File: src/rtl/logic2d_packer.sv
// Packs ITEM_WIDTH items into N_ITEMS-wide words, slot 0 first; optional early close via LOGIC2D_PACKER_LAST_EN.
// Latency: word presented one cycle after its final item is accepted; next word accumulates meanwhile.
// Backpressure: i_ready drops only when a held output word would be overwritten by a completing accept.
module logic2d_packer #(
    parameter int ITEM_WIDTH = 8,
    parameter int N_ITEMS    = 4
) (
    input  logic                            clk,
    input  logic                            reset_n,
    input  logic [ITEM_WIDTH-1:0]           i_data,
    input  logic                            i_valid,
    output logic                            i_ready,
`ifdef LOGIC2D_PACKER_LAST_EN
    input  logic                            i_last,
`endif
    output logic [N_ITEMS*ITEM_WIDTH-1:0]   o_data,
    output logic                            o_valid,
    input  logic                            o_ready,
    output logic [$clog2(N_ITEMS+1)-1:0]    o_count
);

    localparam int WORD_W = N_ITEMS * ITEM_WIDTH;
    localparam int CNT_W  = $clog2(N_ITEMS);
    localparam int OCNT_W = $clog2(N_ITEMS + 1);
    localparam logic [CNT_W-1:0] CNT_MAX = CNT_W'(N_ITEMS - 1);

    logic [WORD_W-1:0] acc_q, acc_d;
    logic [CNT_W-1:0]  acc_cnt_q, acc_cnt_d;
    logic [WORD_W-1:0] out_q, out_d;
    logic [OCNT_W-1:0] out_cnt_q, out_cnt_d;
    logic              out_vld_q, out_vld_d;

    logic [WORD_W-1:0] acc_with_item;
    logic              accept;
    logic              complete;

`ifdef LOGIC2D_PACKER_LAST_EN
    // Any accept may close a word, so a held word must always be draining.
    assign i_ready  = !out_vld_q || o_ready;
    assign complete = accept && ((acc_cnt_q == CNT_MAX) || i_last);
`else
    assign i_ready  = !out_vld_q || o_ready || (acc_cnt_q != CNT_MAX);
    assign complete = accept && (acc_cnt_q == CNT_MAX);
`endif

    assign accept = i_valid && i_ready;

    always_comb begin
        acc_with_item = acc_q;
        for (int k = 0; k < N_ITEMS; k++) begin
            if (acc_cnt_q == CNT_W'(k)) begin
                acc_with_item[k*ITEM_WIDTH +: ITEM_WIDTH] = i_data;
            end
        end
    end

    always_comb begin
        acc_d     = acc_q;
        acc_cnt_d = acc_cnt_q;
        out_d     = out_q;
        out_cnt_d = out_cnt_q;
        out_vld_d = out_vld_q;

        if (o_ready) begin
            out_vld_d = 1'b0;
        end

        if (accept) begin
            if (complete) begin
                // Completion wins over consumption: the next word follows with no bubble.
                out_d     = acc_with_item;
                out_cnt_d = OCNT_W'(acc_cnt_q) + OCNT_W'(1);
                out_vld_d = 1'b1;
                acc_d     = '0;
                acc_cnt_d = '0;
            end else begin
                acc_d     = acc_with_item;
                acc_cnt_d = acc_cnt_q + CNT_W'(1);
            end
        end
    end

    always_ff @(posedge clk or negedge reset_n) begin
        if (!reset_n) begin
            acc_q     <= '0;
            acc_cnt_q <= '0;
            out_q     <= '0;
            out_cnt_q <= '0;
            out_vld_q <= 1'b0;
        end else begin
            acc_q     <= acc_d;
            acc_cnt_q <= acc_cnt_d;
            out_q     <= out_d;
            out_cnt_q <= out_cnt_d;
            out_vld_q <= out_vld_d;
        end
    end

    assign o_data  = out_q;
    assign o_count = out_cnt_q;
    assign o_valid = out_vld_q;

endmodule
File: config.mk
export PLATFORM = sky130hd
export DESIGN_NAME = logic2d_packer
export DESIGN_NICKNAME = d
export VERILOG_FILES = /design/src/rtl/logic2d_packer.sv
export SDC_FILE = /design/constraint.sdc
export NUM_CORES = 1
export LEC_CHECK = 0
export ABC_AREA = 1
export CAP_MARGIN = 20
export CORE_ASPECT_RATIO = 0.7
export CORE_MARGIN = 2
export CORE_UTILIZATION = 56
export CTS_CLUSTER_DIAMETER = 200
export DETAILED_ROUTE_END_ITERATION = 8
export GPL_TIMING_DRIVEN = 0
export PLACE_DENSITY = 0.84
export SYNTH_ARGS = -nofsm -noshare
export SYNTH_HDL_FRONTEND = slang
export SYNTH_SLANG_ARGS = --single-unit
File: constraint.sdc
create_clock -name clk -period 3.69 [get_ports clk]
set_input_delay 0.738 -clock clk [delete_from_list [all_inputs] [get_ports clk]]
set_output_delay 0.738 -clock clk [all_outputs]
set_load 0.02 [all_outputs]
==> flow_metrics.tcl <==
set metrics [dict create \
    die-area_mm2 0.005589 \
    grt_pass1_wl_um 11300 \
    synthTopCellsByArea "dfrtp_1 (55%), nand2_1 (21%), inv_1 (5.5%), nand3_1 (4.5%), o21ai_0 (4.3%)" \
    total_power_mw 3.290 \
    cp_slowest_cell "clkdlybuf4s50_1" \
    slowest_delay_ns 0.61 \
    post-route-period-util_pct 72.36 \
    start_util_pct 58.21 \
    antenna_found_initial 0 \
    status "finished clean" \
    crit_required_ns 2.95 \
    avgSynthCellArea_um2 8.066 \
    final_area_mm2 0.003581 \
    tightestPinTransition_ns 0.5908 \
    r2r_slack_ns 2.08 \
    clockPowerShare_pct 18.4 \
    cts_setup_buffers 0 \
    drv_cap 0 \
    ctsResizeCount 0 \
    holdWs_ns 0.3876 \
    report.final.setup_viol 0 \
    critPathLaunchType "primary input" \
    synth_nets 363 \
    clk_pin_slew_ns 0.06 \
    ioPinCount 49 \
    comb_power_share_pct 46.0 \
    leakagePower_nw 1.907 \
    cpMostUsedCell "clkdlybuf4s50_1" \
    drv_slew 0 \
    vias_per_cell 5.091 \
    rsz0062_at_grt "no" \
    die_height_um 63.15 \
    clock-skew-final_ns 0.005024 \
    core_region_area_mm2 0.004808 \
    min_path_type "in2async" \
    synth_cell_types 15 \
    drt_iter0_drc 191 \
    syn_area_mm2 0.002799 \
    ant_nets 0 \
    syn_inst 347 \
    intPower_mw 1.946 \
    critPathCaptureType "output pin" \
    antenna_cells 0 \
    insertion_delay_ns 0.35 \
    grt_start_max_net_pins 39 \
    place_area_mm2 0.003381 \
    cts_sinks 62 \
    track_usage_pct 27.17 \
    cts_hold_buf 0 \
    peakVddDrop_mv 0.4730 \
    cts-root-buf "clkbuf_8" \
    gp_congestion 0.8220 \
    switching_power_mw 1.343 \
    crit_type "in2out" \
    cts_buffers 9 \
    ys_seq_elements 62 \
    dr_total_vias 2449 \
    pwr-share-seq_pct 35.6 \
    cts_htree_levels 3 \
    crit_arrival_ns 1.93 \
    power_density_mw_per_mm2 918.6 \
    first_pass_iters 4 \
    swShare_pct 40.83 \
    final_nets 423 \
    rows 21 \
    dpl.hpwl_um 4795 \
    clock_path_buffers 2 \
    hold_viol_final 0 \
    port-buffer-count 48 \
    period_minus_slack_ns 2.670 \
    ys.warnings.count 0 \
    max_freq_mhz 374.5 \
    remaining_drc_errors 0 \
    crit_fanout 2 \
    synthDominantCellAreaShare_pct 55.43 \
    die_w_um 88.50 \
    grt_pass1_vias 2432 \
    grt_overflow 0 \
    drt_wl_total_um 6760 \
    syn_to_final_growth_pct 27.94 \
    yosysTopAreaCell "dfrtp_1" \
    relSlewSlack_pct 60.61 \
    ys_seq_area_share_pct 55.43 \
    cts_tree "built" \
    wl_per_cell_um 14.05 \
    cp_cell_sequence "clkdlybuf4s50_1 -> inv_1 -> nand3_1 -> clkdlybuf4s50_1" \
    drive_above_1_share_pct 8.252 \
]
per-layer routing:
| layer | up-vias | global-route usage [%] | share of wire (%) |
|---|---|---|---|
| met5 | - | 0 | 0 |
| met4 | 0 | 6.818 | 1.5 |
| met3 | 12 | 8.781 | 7.8 |
| met2 | 78 | 42.29 | 47 |
| met1 | 1176 | 37.08 | 44 |
| li1 | 1183 | - | - |
worst max-delay path: cells and delay by family:
kind          cells  cell delay (ns)
buf+inv           3             1.10
simple gates      1             0.09
layout by cell type, fill, tap and decap left out, drive strengths merged:
| cell type | count |
|---|---|
| buf | 12 |
| bufinv | 1 |
| clkbuf | 17 |
| clkdlybuf4s50 | 47 |
| clkinv | 3 |
| dfrtp | 62 |
| ha | 4 |
| inv | 41 |
| nand2 | 161 |
| nand3 | 26 |
| nor2 | 4 |
| o21ai | 34 |
power groups by stage:
stage	registers (mW)	clock network, mW	logic, mW
floorplan	1.36	0	0.719
global placement	1.16	0	1.45
detailed placement	1.17	0	1.51
CTS	1.17	0.611	1.52
global route	1.20	0.646	1.69
finish	1.17	0.605	1.51
cells by family (layout without fill, tap and decap cells):
logic type | after synthesis | after routing | share of synthesized area (%)
AO/OA/AOI/OAI | 34 | 34 | 6.616
adder cells (fa/ha/maj) | 4 | 4 | 1.788
buffers and inverters | 56 | 121 | 8.851
flip-flops | 62 | 62 | 55.43
AND/OR/NAND/NOR | 191 | 191 | 27.31
flip-flops by register name, indices dropped and copies added (netlist names):
name / flops
acc_cnt_q: 2
acc_q: 24
o_count: 3
o_valid: 1
o_data: 32
synth_stat cells (all sizes together):
cell / count
buf: 10
clkbuf: 5
dfrtp: 62
ha: 4
inv: 41
nand2: 161
nand3: 26
nor2: 4
o21ai: 34
path summary, 6_finish.rpt:
path                       cells past startpoint                endpoint                startpoint
setup / recovery                               4                 i_ready                   o_ready
hold / removal                                 1   o_data[3]$_DFFE_PN0P_                   reset_n
setup reg to reg                               7   o_data[0]$_DFFE_PN0P_  acc_cnt_q[0]$_DFFE_PN0N_
hold reg to reg                                2  o_count[2]$_DFFE_PN0P_    o_count[2]$_DFFE_PN0P_
max in group asynchronous                      2  o_count[2]$_DFFE_PN0P_                   reset_n
min in group clk                               2  o_count[2]$_DFFE_PN0P_    o_count[2]$_DFFE_PN0P_
through the flow:
stage	setup TNS [ns]	std cells	util [%]	worst slack (ns)
finish	0	481	74.47	1.020
global placement	-7.116	464	70.00	-0.1179
global route	0	481	74.47	0.9537
CTS	0	481	74.47	1.012
detailed placement	0	465	70.31	1.015
floorplan	0	347	-	1.962
layout make-up:
| class | instances | area (um2) |
|---|---|---|
| repair buffers | 49 | 495.5 |
| clock buffers | 12 | 155.1 |
| multi-input cells | 229 | 999.7 |
| fillers | 372 | 1227 |
| well taps | 69 | 86.33 |
| inverters | 41 | 153.9 |
| plain buffers | 15 | 93.84 |
| clock inverters | 4 | 45.04 |
| flip-flops and latches | 62 | 1551 |
(Power assumes the default switching activity.)
